===== config.mk =====
export PLATFORM = sky130hd
export DESIGN_NAME = ahb_lite_slave_regbank
export DESIGN_NICKNAME = d
export VERILOG_FILES = /design/src/rtl/ahb_usb_pkg.sv /design/src/rtl/ahb_usb_addr_decode.sv /design/src/rtl/ahb_lite_slave_regbank.sv
export SDC_FILE = /design/constraint.sdc
export NUM_CORES = 1
export LEC_CHECK = 0
export ABC_AREA = 1
export CAP_MARGIN = 10
export CORE_MARGIN = 10
export CORE_UTILIZATION = 38
export CTS_BUF_LIST = sky130_fd_sc_hd__clkbuf_8
export DETAILED_ROUTE_END_ITERATION = 8
export PLACE_DENSITY = 0.77
export SLEW_MARGIN = 15
export SYNTH_ARGS = -nofsm -noshare
export SYNTH_HDL_FRONTEND = slang
export SYNTH_HIERARCHICAL = 1
export SYNTH_SLANG_ARGS = --single-unit

===== constraint.sdc =====
create_clock -name clk -period 2.7 [get_ports clk]
set_clock_uncertainty 0.05 [all_clocks]
set_input_delay 0.81 -clock clk [delete_from_list [all_inputs] [get_ports clk]]
set_output_delay 0.81 -clock clk [all_outputs]
set_load 0.02 [all_outputs]

===== src/rtl/ahb_usb_pkg.sv =====
// Shared types and AHB-Lite encodings for the USB endpoint register bank.
// Optional timeout build: define AHB_USB_RD_TIMEOUT_EN.
package ahb_usb_pkg;

    // Enumerator labels carry prefixes because state_t and region_t share one scope.
    typedef enum logic [2:0] {
        ST_IDLE,
        ST_DATA,
        ST_WAIT,
        ST_ERR1,
        ST_ERR2
    } state_t;

    typedef enum logic [1:0] {
        REG_STATUS,
        REG_CTRL,
        REG_DATA,
        REG_BAD
    } region_t;

    localparam logic [1:0] HTRANS_IDLE   = 2'b00;
    localparam logic [1:0] HTRANS_BUSY   = 2'b01;
    localparam logic [1:0] HTRANS_NONSEQ = 2'b10;
    localparam logic [1:0] HTRANS_SEQ    = 2'b11;

    localparam logic [2:0] HSIZE_BYTE  = 3'd0;
    localparam logic [2:0] HSIZE_HALF  = 3'd1;
    localparam logic [2:0] HSIZE_WORD  = 3'd2;
    localparam logic [2:0] HSIZE_DWORD = 3'd3;

endpackage


===== src/rtl/ahb_usb_addr_decode.sv =====
// Combinational address-phase decode: region, word index, byte lanes and
// the error flag for every illegal access.
module ahb_usb_addr_decode
    import ahb_usb_pkg::*;
#(
    parameter int ADDR_W   = 8,
    parameter int DATA_W   = 32,
    parameter int NUM_STAT = 4,
    parameter int NUM_CTRL = 4
)(
    input  logic [ADDR_W-1:0]   haddr,
    input  logic [2:0]          hsize,
    input  logic                hwrite,
    output region_t             region,
    output logic [ADDR_W-1:0]   word_idx,
    output logic [DATA_W/8-1:0] lane_mask,
    output logic                err
);

    localparam int BYTES = DATA_W / 8;
    localparam int OFF_W = $clog2(BYTES);

    logic [7:0] lo;
    logic       misaligned;
    int         off;
    int         nbytes;

    always_comb begin
        word_idx = haddr >> OFF_W;

        if (word_idx < ADDR_W'(NUM_STAT))
            region = REG_STATUS;
        else if (word_idx < ADDR_W'(NUM_STAT + NUM_CTRL))
            region = REG_CTRL;
        else if (word_idx == ADDR_W'(NUM_STAT + NUM_CTRL))
            region = REG_DATA;
        else
            region = REG_BAD;

        // Low address bits below the transfer size must be zero.
        lo         = 8'(haddr);
        misaligned = |(lo & ((8'd1 << hsize) - 8'd1));

        off       = int'(lo) % BYTES;
        nbytes    = 1 << hsize;
        lane_mask = '0;
        for (int b = 0; b < BYTES; b++)
            lane_mask[b] = (b >= off) && (b < off + nbytes);

        err = (region == REG_BAD)
           || (region == REG_STATUS && hwrite)
           || (hsize > 3'(OFF_W))
           || misaligned
           || (region == REG_DATA && hsize != 3'(OFF_W));
    end

endmodule


===== src/rtl/ahb_lite_slave_regbank.sv =====
// AHB-Lite slave: status words, byte-writable control words and an RX/TX FIFO window.
// Define AHB_USB_RD_TIMEOUT_EN to abort FIFO waits with ERROR after MAX_WAIT stalled cycles.
module ahb_lite_slave_regbank
    import ahb_usb_pkg::*;
#(
    parameter int ADDR_W   = 8,
    parameter int DATA_W   = 32,
    parameter int NUM_STAT = 4,
    parameter int NUM_CTRL = 4,
    parameter int MAX_WAIT = 8
)(
    input  logic                         clk,
    input  logic                         n_rst,
    input  logic                         hsel,
    input  logic [ADDR_W-1:0]            haddr,
    input  logic [1:0]                   htrans,
    input  logic [2:0]                   hsize,
    input  logic                         hwrite,
    input  logic [DATA_W-1:0]            hwdata,
    output logic [DATA_W-1:0]            hrdata,
    output logic                         hready,
    output logic                         hresp,
    input  logic [NUM_STAT*DATA_W-1:0]   stat_in,
    output logic [NUM_CTRL*DATA_W-1:0]   ctrl_out,
    input  logic [DATA_W-1:0]            rx_data,
    input  logic                         rx_empty,
    output logic                         rx_pop,
    output logic [DATA_W-1:0]            tx_wdata,
    input  logic                         tx_full,
    output logic                         tx_push
);

    localparam int BYTES = DATA_W / 8;

    state_t              state;
    state_t              state_nx;
    region_t             dec_region;
    region_t             region_q;
    logic [ADDR_W-1:0]   dec_idx;
    logic [ADDR_W-1:0]   idx_q;
    logic [BYTES-1:0]    dec_mask;
    logic [BYTES-1:0]    mask_q;
    logic                dec_err;
    logic                hwrite_q;
    logic                accept;
    logic                fifo_ok;
    logic                ctrl_we;
    logic [DATA_W-1:0]   reg_rd;
    logic [DATA_W-1:0]   ctrl_q [NUM_CTRL];

`ifdef AHB_USB_RD_TIMEOUT_EN
    localparam int CNT_W = $clog2(MAX_WAIT + 1);
    logic [CNT_W-1:0]    wait_cnt;
`else
    localparam int unused_max_wait = MAX_WAIT;
`endif

    ahb_usb_addr_decode #(
        .ADDR_W   (ADDR_W),
        .DATA_W   (DATA_W),
        .NUM_STAT (NUM_STAT),
        .NUM_CTRL (NUM_CTRL)
    ) u_decode (
        .haddr     (haddr),
        .hsize     (hsize),
        .hwrite    (hwrite),
        .region    (dec_region),
        .word_idx  (dec_idx),
        .lane_mask (dec_mask),
        .err       (dec_err)
    );

    // Handshake: an address phase is taken on a clock edge where hsel=1,
    // htrans is NONSEQ/SEQ and hready=1; the data phase of that transfer ends
    // on the first later edge with hready=1, when hrdata/hresp are valid.
    always_comb begin
        reg_rd = '0;
        for (int k = 0; k < NUM_STAT; k++)
            if (idx_q == ADDR_W'(k))
                reg_rd = stat_in[k*DATA_W +: DATA_W];
        for (int k = 0; k < NUM_CTRL; k++)
            if (idx_q == ADDR_W'(NUM_STAT + k))
                reg_rd = ctrl_q[k];
    end

    always_comb begin
        state_nx = state;
        hready   = 1'b1;
        hresp    = 1'b0;
        hrdata   = '0;
        rx_pop   = 1'b0;
        tx_push  = 1'b0;
        tx_wdata = '0;
        ctrl_we  = 1'b0;
        accept   = 1'b0;
        fifo_ok  = hwrite_q ? !tx_full : !rx_empty;

        case (state)
            ST_IDLE: begin
            end
            ST_DATA, ST_WAIT: begin
                if (region_q == REG_DATA) begin
                    if (!fifo_ok) begin
                        hready   = 1'b0;
                        state_nx = ST_WAIT;
`ifdef AHB_USB_RD_TIMEOUT_EN
                        if (state == ST_WAIT && wait_cnt >= CNT_W'(MAX_WAIT - 1))
                            state_nx = ST_ERR1;
`endif
                    end else if (hwrite_q) begin
                        tx_push  = 1'b1;
                        tx_wdata = hwdata;
                    end else begin
                        rx_pop = 1'b1;
                        hrdata = rx_data;
                    end
                end else begin
                    if (!hwrite_q)
                        hrdata = reg_rd;
                    ctrl_we = hwrite_q && (region_q == REG_CTRL);
                end
            end
            ST_ERR1: begin
                hresp    = 1'b1;
                hready   = 1'b0;
                state_nx = ST_ERR2;
            end
            ST_ERR2: begin
                hresp = 1'b1;
            end
            default: begin
                state_nx = ST_IDLE;
            end
        endcase

        // Any cycle that completes a data phase can also take the next address phase.
        accept = hready && hsel && (htrans == HTRANS_NONSEQ || htrans == HTRANS_SEQ);
        if (hready)
            state_nx = accept ? (dec_err ? ST_ERR1 : ST_DATA) : ST_IDLE;
    end

    always_ff @(posedge clk or negedge n_rst) begin
        if (!n_rst) begin
            state    <= ST_IDLE;
            region_q <= REG_BAD;
            idx_q    <= '0;
            mask_q   <= '0;
            hwrite_q <= 1'b0;
        end else begin
            state <= state_nx;
            if (accept) begin
                region_q <= dec_region;
                idx_q    <= dec_idx;
                mask_q   <= dec_mask;
                hwrite_q <= hwrite;
            end
        end
    end

`ifdef AHB_USB_RD_TIMEOUT_EN
    // Counts stalled cycles already spent, including the first one in ST_DATA.
    always_ff @(posedge clk or negedge n_rst) begin
        if (!n_rst)
            wait_cnt <= '0;
        else if (state_nx == ST_WAIT)
            wait_cnt <= (state == ST_WAIT) ? wait_cnt + 1'b1 : CNT_W'(1);
        else
            wait_cnt <= '0;
    end
`endif

    always_ff @(posedge clk or negedge n_rst) begin
        if (!n_rst) begin
            for (int k = 0; k < NUM_CTRL; k++)
                ctrl_q[k] <= '0;
        end else if (ctrl_we) begin
            for (int k = 0; k < NUM_CTRL; k++)
                if (idx_q == ADDR_W'(NUM_STAT + k))
                    for (int b = 0; b < BYTES; b++)
                        if (mask_q[b])
                            ctrl_q[k][8*b +: 8] <= hwdata[8*b +: 8];
        end
    end

    always_comb begin
        for (int k = 0; k < NUM_CTRL; k++)
            ctrl_out[k*DATA_W +: DATA_W] = ctrl_q[k];
    end

endmodule

### Word-level counts from Yosys, hierarchy flattened

Index checks and enable logic that the tools add are counted.

* flip-flop bits (word level): 144
* latch bits: 0
* bits in writable memories: 0
* memory bits (read-only): 0
* input port bits: 211
* output and inout bits: 196
* logic and storage cells: 140
* memories kept: 0

* add/subtract/negate cells: 2
* $mul: 0
* divide/modulo/power cells: 0
* magnitude comparators: 11
* equal/unequal tests: 22
* shifts and indexed selects: 2
* multiplexer cells: 41
* bitwise logic cells: 1
* reductions and logical operators: 40

Operators by type and width (count)
* $mux W32: 17
* $lt A3 B32 Y1 const A: 2
* $reduce_and A3 Y1: 17
* $add A3 B32 Y32: 1
* $lt A1 B32 Y1 const A: 1
* $lt A2 B32 Y1 const A: 1
* $shl A1 B3 Y32 const A: 1
* $eq A6 B3 Y1 const B: 4
* $mux W1: 15
* $eq A6 B2 Y1 const B: 2
* $eq A2 B2 Y1 const B: 5
* $logic_and A1 B1 Y1: 9
* $mux W3: 3
* $pmux W3 S3: 1
* $and A8 B8 Y8: 1
* $logic_not A8 Y1: 1
* $mux W2: 4
* $reduce_or A8 Y1: 1
* $shl A1 B3 Y8 const A: 1
* $sub A8 B1 Y8 const B: 1
* $eq A3 B2 Y1 const B: 2
* $eq A6 B1 Y1 const B: 1
* $eq A6 B4 Y1 const B: 1
* $lt A6 B3 Y1 const B: 1
* other kinds (16): 26

### Longest topological paths before layout

* depth in word-level cells: 13
* mapped depth: 13
* mapped depth without buffers: 13

### Hierarchy

The synthesis kept the hierarchy.

Modules (own cells, without submodules)
* ahb_lite_slave_regbank: times used 1, cells an instance 1157, area an instance 8112.8 sq um, sequential area each 3656.0 sq um
* ahb_usb_addr_decode: times used 1, cells an instance 53, area an instance 292.8 sq um, sequential area each 0.0 sq um

### Worst setup path before layout

No wires, ideal clock.

* kind: in2out
* start: input port rx_empty
* end: output port hrdata[20]
* data arrival time: 1.958 ns
* data required time: 1.840 ns
* setup slack: -0.118 ns
* stages: 6
* cells stage by stage: inv_1 o21ai_0 nor4_1 buf_2 nand2_1 nand2_1

* cells in the longest elaborated chain, start to end: 5

Ends and longest elaborated chain
* start: declaration: line ahb_lite_slave_regbank.sv:26 `input logic rx_empty,`
* $logic_not A1 Y1: line ahb_lite_slave_regbank.sv:96 `fifo_ok = hwrite_q ? !tx_full : !rx_empty;`
* $mux W1: line ahb_lite_slave_regbank.sv:96
* $mux W32: line ahb_lite_slave_regbank.sv:103 `if (!fifo_ok) begin`
* $mux W32: line ahb_lite_slave_regbank.sv:102 `if (region_q == REG_DATA) begin`
* $mux W32: line ahb_lite_slave_regbank.sv:98 `case (state)`
* end: declaration: line ahb_lite_slave_regbank.sv:20 `output logic [DATA_W-1:0] hrdata,`

No other way between the ends.

### Worst setup path after layout

* start: register idx_q[5]
* end: output port hrdata[9]

* cells in the longest elaborated chain, start to end: 12
* elaborated cells on any way between the ends: 19
* classes of those cells: 7 x eq/ne; 11 x mux; 1 x reduce/logical

Ends and longest elaborated chain
* start: declaration: line ahb_lite_slave_regbank.sv:40 `logic [ADDR_W-1:0] idx_q;`
* start signal: assignment: line ahb_lite_slave_regbank.sv:153 `idx_q <= dec_idx;`
* $logic_not A8 Y1: line ahb_lite_slave_regbank.sv:79 `if (idx_q == ADDR_W'(k))`
* $mux W32 (4 in a row): line ahb_lite_slave_regbank.sv:79
* $mux W32 (3 in a row): line ahb_lite_slave_regbank.sv:82 `if (idx_q == ADDR_W'(NUM_STAT + k))`
* $mux W32 (*): line ahb_lite_slave_regbank.sv:82
* $mux W32 (*): line ahb_lite_slave_regbank.sv:118 `if (!hwrite_q)`
* $mux W32 (*): line ahb_lite_slave_regbank.sv:102
* $mux W32 (*): line ahb_lite_slave_regbank.sv:98

Every way passes the cells marked *; elsewhere a longest branch is shown, timed or not.

==> results.cfg <==
[drt]
drc = 0
dr_total_vias = 10500
drt_iter0_drc = 729
first_pass_iters = 6
antenna_left = 0
wl_per_cell_um = 21.3
routed_wl_mm = 42.9
viasPerCell = 5.22

[clock_tree]
cts-root-buf = clkbuf_8
path_clk_slew_ns = 0.08
insertion_delay_ns = 0.46
clockBufferDepth = 2
cts_max_level = 4
cts_hold_buf = 0
clkSinkCount = 146
cts_buffers = 17
tritoncts = built

[layout]
stdcell_area_mm2 = 0.0153
n_fill_cell = 1625
layout_common_cells = nand2_1, clkdlybuf4s50_1, o21ai_0
num_antenna_cells = 0
syn_to_final_growth_pct = 82.4
drive_gt1_frac = 0.226
seq_area_mm2 = 0.00366
fin_util = 0.703
multiInputGateArea_mm2 = 0.00455
nets = 1936
final_common_cell = nand2_1
fin_cells = 2014

[floorplan]
initial_utilization = 0.385
dieWidth_um = 169
core_area_mm2 = 0.0218
die_area_mm2 = 0.0285
die_y_um = 169
io_pins = 407
rows = 54

[power]
leakage_nw = 7.64
power_per_cell_area_mw_per_mm2 = 401
ir_drop_uv = 281

[timing]
fin_crit_sh = 1.19
rsz0062_at_grt = true
setup_viol = 66
max_freq_ghz = 0.312
finalHoldViolations = 0
worst_slew_pin_slew_ns = 0.715
finalCriticalPeriod_ns = 3.20
relSlewSlack = 0.522
worst_slack_ns = -0.502
holdWs_ns = 0.233
drv_slew = 0

[placed_design]
gp_congestion = 0.882
placed_area_mm2 = 0.0135
dp_cells = 1940
io_buffers = 405
dp_slack_ns = -1.02
dpl.hpwl_mm = 29.5

[synth]
synth_top_area_share = 0.429
synthTopCellsByArea = dfrtp_1, nand2_1, o21ai_0
synth_top_family_by_area = simple AND/OR/NAND/NOR gates
synth_top_area_cell = dfrtp_1
synthXorXnorAreaFrac = 0
postSynthAreaPerCell_um2 = 6.95
synth_cell_types = 27
ys_ff_latch = 146
synthCells = 1210
ys_warn_count = 6
synth_fa_ha_area_frac = 0.00685
synth_compound_area_frac = 0.125
synthesis.area_mm2 = 0.00841
yosysSeqAreaShare = 0.435
synthSimpleGateAreaFrac = 0.332
synthMuxAreaShare = 0

[job]
drv_cap = 0

[global_route]
grt_pass1_wl_mm = 61.7
antenna_found_initial = 0
grt_max_degree = 51
track_usage = 0.279
grt-ovfl-total = 0
grt_pass1_vias = 10500

[setup_path]
reg2regPathDepth = 12
cp.required_ns = 1.84
critPathMaxFanout = 6
end_kind = primary output
critPathKind = reg -> out
start_kind = flop
worstPathArrival_ns = 2.34

[worst_hold_path]
hold_path.class = in -> async

[run_status]
violations = negative setup slack
status = finished with violations
power by group:
group	total (mW)	leakage, nW	internal [mW]	switching (mW)
registers	2.40	1.35	2.29	0.112
clock network	1.91	0.226	1.03	0.879
logic	1.83	6.07	0.903	0.926
total	6.14	7.64	4.22	1.92
what timing repair did:
action                     CTS  global route
gates cloned                 7             1
resized for setup          552            75
setup endpoints to repair   68            68
buffers inserted            26            11
pin swaps                   34            37
cell usage after synthesis:
master and instances:
o21ai_2 2, buf_4 8, o21ai_0 159, nor3_1 2
dfstp_2 2, nand3_1 45, inv_1 124, clkinv_1 3
or2_2 1, nor2_2 4, a21oi_1 35, nor2_1 117
nand3_4 10, dfrtp_1 144, buf_2 10, nand4_1 33
o21ai_1 10, buf_6 10, nand2_1 446, nor4_4 1
nor4_1 1, o211ai_1 2, conb_1 1, ha_1 3
fa_1 1, buf_8 1, clkbuf_1 35
worst max-delay path: stages, from the launching register on:
cell	delay (ns)
dfrtp_1	0.39
nor2_2	0.14
nand2_2	0.12
inv_2	0.10
nand2_2	0.07
nor2_4	0.13
buf_12	0.12
buf_12	0.11
buf_16	0.16
nand2_4	0.05
nand3_2	0.05
nor2_1	0.04
nand4_1	0.11
nand2_2	0.09
nand2_2	0.08
buf_6	0.11
layer usage:
metal / wire length, µm / part of all wire / vias up / GRT usage
met4: 2050 / 0.048 / 0 / 0.135
li1: - / - / 4840 / -
met2: 21300 / 0.50 / 557 / 0.475
met3: 4080 / 0.095 / 118 / 0.0808
met5: 0 / 0 / - / 0
met1: 15500 / 0.36 / 5007 / 0.315
logic make-up after synthesis:
| kind of cell | count (synthesis) |
|---|---|
| other | 1 |
| buffers and inverters | 191 |
| AND/OR/NAND/NOR | 660 |
| AO/OA/AOI/OAI | 208 |
| adder cells (fa/ha/maj) | 4 |
| flip-flops | 146 |
path summary, 6_finish.rpt:
kind | slack, ns | end | startpoint
min in group clk | 0.46 | idx_q[7] | idx_q[7]
max in group asynchronous | 1.70 | region_q[0] | n_rst
worst max register to register | 0.25 | ctrl_out[43] | idx_q[5]
worst min-delay path | 0.23 | ctrl_out[96] | n_rst
worst max-delay path | -0.50 | hrdata[9] | idx_q[5]
worst min register to register | 0.46 | idx_q[7] | idx_q[7]
sequential cells by signal, indices dropped and copies added, names as in the netlist:
name,count
ctrl_out,128
region_q,2
mask_q,4
hwrite_q,1
state,3
idx_q,8
per-stage QoR:
step           power (mW)  TNS (ns)
2_1_floorplan        3.03   -0.0424
3_3_place_gp         3.99    -47.69
3_5_place_dp         4.02    -49.21
4_1_cts              6.08    -19.97
5_1_grt              6.40    -27.64
6_report             6.14    -21.73
layout make-up:
class | count | share of cell area
sequential | 146 | 0.238
clock inverter | 14 | 0.0123
inverter | 127 | 0.0323
tap | 280 | 0.0229
multi-input combinational | 874 | 0.296
timing repair buffer | 555 | 0.381
clock buffer | 18 | 0.0162
Power figures use the tool's default switching activity.
